==> src/rtl/cordic_pkg.sv <==
// Shared constants, FSM state type and angle wrap helper for the CORDIC angle generator.
package cordic_pkg;

   localparam logic [31:0] DEG_90     = 32'h005A_0000;
   localparam logic [31:0] DEG_180    = 32'h00B4_0000;
   localparam logic [31:0] DEG_270    = 32'h010E_0000;
   localparam logic [31:0] DEG_360    = 32'h0168_0000;
   localparam int          CORDIC_LAT = 12;

   typedef enum logic [1:0] {
      IDLE  = 2'd0,
      RUN   = 2'd1,
      FLUSH = 2'd2,
      DONE  = 2'd3
   } gen_state_t;

   // Operands are always below 720 deg, so one conditional subtract is enough.
   function automatic logic [31:0] wrap360(input logic [31:0] x);
      logic [31:0] y;
      if (x >= DEG_360) begin
         y = x - DEG_360;
      end else begin
         y = x;
      end
      return y;
   endfunction

endpackage

==> src/rtl/cordic_vld_dly.sv <==
// LAT-deep issue-flag delay line that tracks samples travelling through the CORDIC pipeline.
module cordic_vld_dly #(
   parameter int LAT = 12
) (
   input  logic clk,
   input  logic rst_n,
   input  logic din,
   output logic dout
);

   logic [LAT-1:0] r_sr;

   // Shift register; reset flushes in-flight flags so stale results are never reported.
   always_ff @(posedge clk or negedge rst_n) begin
      if (!rst_n) begin
         r_sr <= '0;
      end else begin
         r_sr[0] <= din;
         for (int i = 1; i < LAT; i++) begin
            r_sr[i] <= r_sr[i-1];
         end
      end
   end

   assign dout = r_sr[LAT-1];

endmodule

==> src/rtl/cordic_angle_gen.sv <==
// Angle-sweep sequencer feeding a pipelined CORDIC; tracks result validity and sample index.
// Optional build macro CORDIC_GEN_CONT_EN adds i_stop and continuous (count==0) sweeps.
module cordic_angle_gen
   import cordic_pkg::*;
#(
   parameter int LAT   = CORDIC_LAT,
   parameter int CNT_W = 16
) (
   input  logic             i_clk,
   input  logic             i_rst_n,
   input  logic             i_start,
   input  logic [31:0]      i_phase0,
   input  logic [31:0]      i_step,
   input  logic [CNT_W-1:0] i_count,
`ifdef CORDIC_GEN_CONT_EN
   input  logic             i_stop,
`endif
   output logic [31:0]      o_angle,
   output logic             o_en,
   output logic             o_busy,
   output logic             o_res_valid,
   output logic [CNT_W-1:0] o_res_idx,
   output logic             o_done
);

   localparam int PW = $clog2(LAT + 2);

   gen_state_t       r_state, w_state_nxt;
   logic [31:0]      r_angle, w_angle_nxt;
   logic [31:0]      r_step, w_step_nxt;
   logic [CNT_W-1:0] r_left, w_left_nxt;
   logic [CNT_W-1:0] r_idx, w_idx_nxt;
   logic [PW-1:0]    r_pend, w_pend_nxt;
   logic             r_cont, w_cont_nxt;
   logic             r_en, r_busy, r_done;
   logic             w_en_nxt, w_busy_nxt, w_done_nxt;
   logic             w_issue, w_vld, w_stop, w_cont_ok;

`ifdef CORDIC_GEN_CONT_EN
   assign w_stop    = i_stop;
   assign w_cont_ok = 1'b1;
`else
   assign w_stop    = 1'b0;
   assign w_cont_ok = 1'b0;
`endif

   // Every RUN cycle presents exactly one new sample on o_angle.
   assign w_issue = (r_state == RUN);

   cordic_vld_dly #(.LAT(LAT)) u_vld_dly (
      .clk   (i_clk),
      .rst_n (i_rst_n),
      .din   (w_issue),
      .dout  (w_vld)
   );

   // Next-state and next-output logic.
   always_comb begin
      w_state_nxt = r_state;
      w_angle_nxt = r_angle;
      w_step_nxt  = r_step;
      w_left_nxt  = r_left;
      w_cont_nxt  = r_cont;
      w_idx_nxt   = w_vld ? (r_idx + CNT_W'(1'b1)) : r_idx;

      case ({w_issue, w_vld})
         2'b10:   w_pend_nxt = r_pend + PW'(1'b1);
         2'b01:   w_pend_nxt = r_pend - PW'(1'b1);
         default: w_pend_nxt = r_pend;
      endcase

      case (r_state)
         IDLE: begin
            if (i_start) begin
               if ((i_count != '0) || w_cont_ok) begin
                  w_state_nxt = RUN;
                  w_angle_nxt = wrap360(i_phase0);
                  w_step_nxt  = wrap360(i_step);
                  w_left_nxt  = i_count;
                  w_cont_nxt  = (i_count == '0);
                  w_idx_nxt   = '0;
               end else begin
                  w_state_nxt = DONE;
               end
            end else begin
               w_state_nxt = IDLE;
            end
         end
         RUN: begin
            if (w_stop || (!r_cont && (r_left == CNT_W'(1'b1)))) begin
               w_state_nxt = FLUSH;
            end else begin
               w_angle_nxt = wrap360(r_angle + r_step);
               w_left_nxt  = r_left - CNT_W'(1'b1);
            end
         end
         FLUSH: begin
            // Only drained results remain; the last one leaves exactly one flag pending.
            if (w_vld && (r_pend == PW'(1'b1))) begin
               w_state_nxt = DONE;
            end else begin
               w_state_nxt = FLUSH;
            end
         end
         DONE: begin
            w_state_nxt = IDLE;
         end
         default: begin
            w_state_nxt = IDLE;
         end
      endcase

      w_en_nxt   = (w_state_nxt == RUN) || (w_state_nxt == FLUSH);
      w_busy_nxt = (w_state_nxt != IDLE);
      w_done_nxt = (w_state_nxt == DONE);
   end

   // State and output registers.
   always_ff @(posedge i_clk or negedge i_rst_n) begin
      if (!i_rst_n) begin
         r_state <= IDLE;
         r_angle <= 32'h0000_0000;
         r_step  <= 32'h0000_0000;
         r_left  <= '0;
         r_idx   <= '0;
         r_pend  <= '0;
         r_cont  <= 1'b0;
         r_en    <= 1'b0;
         r_busy  <= 1'b0;
         r_done  <= 1'b0;
      end else begin
         r_state <= w_state_nxt;
         r_angle <= w_angle_nxt;
         r_step  <= w_step_nxt;
         r_left  <= w_left_nxt;
         r_idx   <= w_idx_nxt;
         r_pend  <= w_pend_nxt;
         r_cont  <= w_cont_nxt;
         r_en    <= w_en_nxt;
         r_busy  <= w_busy_nxt;
         r_done  <= w_done_nxt;
      end
   end

   assign o_angle     = r_angle;
   assign o_en        = r_en;
   assign o_busy      = r_busy;
   assign o_res_valid = w_vld;
   assign o_res_idx   = r_idx;
   assign o_done      = r_done;

endmodule

==> config.mk <==
export PLATFORM = sky130hd
export DESIGN_NAME = cordic_angle_gen
export DESIGN_NICKNAME = d
export VERILOG_FILES = /design/src/rtl/cordic_pkg.sv /design/src/rtl/cordic_vld_dly.sv /design/src/rtl/cordic_angle_gen.sv
export SDC_FILE = /design/constraint.sdc
export NUM_CORES = 1
export LEC_CHECK = 0
export CORE_ASPECT_RATIO = 0.6
export CORE_MARGIN = 5
export CORE_UTILIZATION = 55
export CTS_BUF_LIST = sky130_fd_sc_hd__clkbuf_8
export CTS_CLUSTER_DIAMETER = 150
export CTS_CLUSTER_SIZE = 25
export DETAILED_ROUTE_END_ITERATION = 6
export PLACE_DENSITY = 0.93
export REMOVE_ABC_BUFFERS = 1
export SKIP_LAST_GASP = 1
export SYNTH_ARGS = -nofsm -noshare
export SYNTH_HDL_FRONTEND = slang
export SYNTH_HIERARCHICAL = 1
export SYNTH_SLANG_ARGS = --single-unit
==> constraint.sdc <==
create_clock -name i_clk -period 5 [get_ports i_clk]
set_clock_uncertainty 0.2 [all_clocks]
set_input_delay 0.75 -clock i_clk [delete_from_list [all_inputs] [get_ports i_clk]]
set_output_delay 0.75 -clock i_clk [all_outputs]
set_load 0.005 [all_outputs]
==> impl_metrics.csv <==
group,metric,value,unit
cells_and_area,utilization,68.6,%
yosys,yosys_register_bits,118,
setup_path,end_kind,"flop",
power_and_ir_drop,power_per_cell_area,822,nW/um^2
sta,fmax,0.222,GHz
grt,gr-usage-all-layers,27.7,%
yosys,netlist_area,7930,sq um
routing,antenna_left,0,
yosys,ys.flop_type,"sky130_fd_sc_hd__dfrtp_1",
run_status,status,"finished clean",
sta,fin_setup_tns,0,ps
job,max-cap-violations,0,
routing,vias,7874,
power_and_ir_drop,leak,4.14,nW
yosys,post_synth_xor_area_fraction,6.51,%
grt,number_of_global_route_vias_before_repair,7455,
routing,via_per_inst,6.11,
yosys,async_reset_ff_share,100,%
cts,post_cts_resize_count,0,
placement,place_ws,657,ps
yosys,yosys_warnings,6,
placement,place_hpwl,17200,microns
sta,hold_violations,0,
yosys,synth_edf_count,0,
cells_and_area,drive_gt1_share,5.22,%
cts,clk_transition_reported_paths,80,ps
setup_path,sort_of_element_at_the_start_of_the_critical_path,"flop",
yosys,ys_seq_area_share,37.2,%
yosys,synth.top_cells.by_area,"sky130_fd_sc_hd__dfrtp_1, sky130_fd_sc_hd__nand2_1, sky130_fd_sc_hd__ha_1",
cts,clock_tree_from_tritoncts,"done",
cts,postCtsSetupRepairBufs,0,
placement,routabilityCongestion,0.933,
cts,clkSinkCount,118,
cts,hold_bufs_at_cts,0,
routing,drtPass1Iterations,5,
setup_path,max_fo_critical_path,14,
sta,timing.final.ws_setup,504,ps
yosys,synth_area_in_compound_gates,20.9,%
floorplan,dieWidth,165,microns
floorplan,floorplan.rows,34,
sta,worst_margin_pin_slew,987,ps
sta,timing.final.crit_share,89.9,%
cts,cts_buffers,17,
sta,max_slew_margin,32.5,%
yosys,synth_fa_ha_area_share,7.03,%
yosys,largest_family_of_logic_cells_by_synthesized_area,"simple AND/OR/NAND/NOR gates",
yosys,synth_mux_area_share,1.04,%
grt,antenna_found_initial,0,
routing,route.detailed.drc,0,
setup_path,crit_arrival,4620,ps
floorplan,floorplan.die.height,103,microns
setup_path,worstSetupPathType,"flop to flop",
cells_and_area,antennaDiodeCount,0,
grt,pin_count_of_the_biggest_net_entering_global_routing,58,
cts,clkLatencyLatePin,440,ps
grt,grt_overflow_total,0,
placement,port-buffer-count,134,
floorplan,initial_core_util,55.5,%
sta,final.min_clock_period,4500,ps
cts,cts.htree.levels,4,
power_and_ir_drop,peakVddDrop,322,uV
floorplan,placeableCoreArea,14300,sq um
sta,drv_slew,0,
routing,drt-initial-drc-count,891,
yosys,synthSimpleGateAreaFrac,23.7,%
cells_and_area,syn_to_final_growth,23.6,%
routing,routed_wire_length_per_instance,18.1,microns
routing,routed_wl,23300,microns
cts,clock_path_buffers,2,
floorplan,design.die.area,17000,sq um
yosys,synth_area_per_cell,8.23,sq um
setup_path,timing.critical_path.required,5120,ps
yosys,post_synth_inst_count,964,
yosys,netlist-cell-type-count,73,
floorplan,design.portCount,135,
grt,wire_length_of_the_first_global_routing_pass,37300,microns
cells_and_area,layout.nets,1205,
cts,clock_tree.root_cell,"sky130_fd_sc_hd__clkbuf_8",
sta,grt_setup_unrepaired,"no",
yosys,synthDominantCellAreaShare,37.2,%
yosys,biggest_area_consumer_among_synthesized_cells,"sky130_fd_sc_hd__dfrtp_1",
worst_hold_path,min_path_type,"input pin to asynchronous set/reset pin",
sta,setup-violations-final,0,
-- layout by cell type, fill, tap and decap left out, types with 17 or more instances in the layout --
cell	n
sky130_fd_sc_hd__a21oi_1	82
sky130_fd_sc_hd__a31oi_1	18
sky130_fd_sc_hd__clkbuf_8	17
sky130_fd_sc_hd__clkdlybuf4s50_1	133
sky130_fd_sc_hd__dfrtp_1	118
sky130_fd_sc_hd__ha_1	43
sky130_fd_sc_hd__inv_1	26
sky130_fd_sc_hd__nand2_1	157
sky130_fd_sc_hd__nand3_1	38
sky130_fd_sc_hd__nor2_1	81
sky130_fd_sc_hd__nor3_1	28
sky130_fd_sc_hd__o21ai_0	77
sky130_fd_sc_hd__xnor2_1	28
sky130_fd_sc_hd__xor2_1	31
-- layer usage --
layer	routed length, microns	vias to the layer above	GRT usage (%)
li1	-	3689	-
met1	10700	3700	40.5
met2	9770	446	40.9
met3	2520	39	7.19
met4	323	0	7.28
met5	0	-	0
-- cell type report --
type                       count  area, sq um
clock buffer                  17          234
inverter                      25         93.8
timing repair buffer         141         1390
tap                          198          248
clock inverter                15          176
sequential                   118         2950
multi-input combinational    775         4710
fill                        1137         4490
-- critical path: stages (launching register included) --
cell	delay, ps
sky130_fd_sc_hd__dfrtp_1	400
sky130_fd_sc_hd__ha_1	510
sky130_fd_sc_hd__and4_1	300
sky130_fd_sc_hd__nand3_1	110
sky130_fd_sc_hd__o22ai_2	180
sky130_fd_sc_hd__o21ai_1	160
sky130_fd_sc_hd__o311ai_1	710
sky130_fd_sc_hd__o21ai_0	360
sky130_fd_sc_hd__nor4_4	420
sky130_fd_sc_hd__o2111ai_2	450
sky130_fd_sc_hd__mux2i_1	240
sky130_fd_sc_hd__a221o_1	320
-- synth_stat cells (3+ instances only) --
cell type	count
sky130_fd_sc_hd__a2111oi_0	5
sky130_fd_sc_hd__a211oi_1	11
sky130_fd_sc_hd__a21o_1	12
sky130_fd_sc_hd__a21oi_1	82
sky130_fd_sc_hd__a221o_1	3
sky130_fd_sc_hd__a22oi_1	6
sky130_fd_sc_hd__a31oi_1	18
sky130_fd_sc_hd__and2_1	10
sky130_fd_sc_hd__and3_1	9
sky130_fd_sc_hd__and4_1	3
sky130_fd_sc_hd__buf_2	5
sky130_fd_sc_hd__clkbuf_1	38
sky130_fd_sc_hd__dfrtp_1	118
sky130_fd_sc_hd__ha_1	43
sky130_fd_sc_hd__inv_1	25
sky130_fd_sc_hd__mux2i_1	6
sky130_fd_sc_hd__nand2_1	157
sky130_fd_sc_hd__nand2b_1	7
sky130_fd_sc_hd__nand3_1	38
sky130_fd_sc_hd__nand3b_1	3
sky130_fd_sc_hd__nand4_1	16
sky130_fd_sc_hd__nand4b_1	4
sky130_fd_sc_hd__nor2_1	82
sky130_fd_sc_hd__nor2b_1	7
sky130_fd_sc_hd__nor3_1	28
sky130_fd_sc_hd__nor3b_1	3
sky130_fd_sc_hd__nor4_1	12
sky130_fd_sc_hd__o211ai_1	3
sky130_fd_sc_hd__o21a_1	8
sky130_fd_sc_hd__o21ai_0	77
sky130_fd_sc_hd__o22ai_1	6
sky130_fd_sc_hd__or2_2	3
sky130_fd_sc_hd__or3_1	9
sky130_fd_sc_hd__xnor2_1	28
sky130_fd_sc_hd__xor2_1	31
-- cell families after synthesis --
| logic type | count (synthesis) |
|---|---|
| AO/OA/AOI/OAI | 264 |
| adder cells (fa/ha/maj) | 44 |
| buffers and inverters | 71 |
| multiplexers | 8 |
| flip-flops | 118 |
| AND/OR/NAND/NOR | 400 |
| XOR/XNOR | 59 |
-- per-stage QoR --
stage / total power, mW / hold slack, ps / instances / cell area, sq um
CTS: 7.92 / 153 / 1289 / 9800
detailed placement: 6.92 / 135 / 1257 / 9390
finish: 8.06 / 138 / 1289 / 9800
global placement: 6.75 / 134 / 1257 / 9390
global route: 8.66 / 157 / 1289 / 9800
floorplan: 5.36 / 131 / 918 / 7740
-- report_power, final --
group | switching [mW] | internal (mW)
sequential | 0.389 | 1.42
clock | 0.444 | 0.496
combinational | 3.13 | 2.18
-- flip-flops by register name (all words and copies together) (netlist names), 2 cells and up --
signal,flops
o_angle,32
o_res_idx,16
r_left,16
r_pend,4
r_state,2
r_step,32
u_vld_dly/r_sr,12
-- worst paths after layout --
kind	start	end	slack, ps	cells after the start
max reg2reg	o_angle[9]$_DFFE_PN0P_	o_angle[20]$_DFFE_PN0P_	500	11
max in group asynchronous	i_rst_n	r_step[20]$_DFFE_PN0P_	3530	2
min	i_rst_n	o_res_idx[13]$_DFF_PN0_	140	1
min in group i_clk	u_vld_dly/r_sr[5]$_DFF_PN0_	u_vld_dly/r_sr[6]$_DFF_PN0_	150	0
min reg2reg	u_vld_dly/r_sr[5]$_DFF_PN0_	u_vld_dly/r_sr[6]$_DFF_PN0_	150	0
max	o_angle[9]$_DFFE_PN0P_	o_angle[20]$_DFFE_PN0P_	500	11
Note: power is estimated with default switching activity, not from simulation.
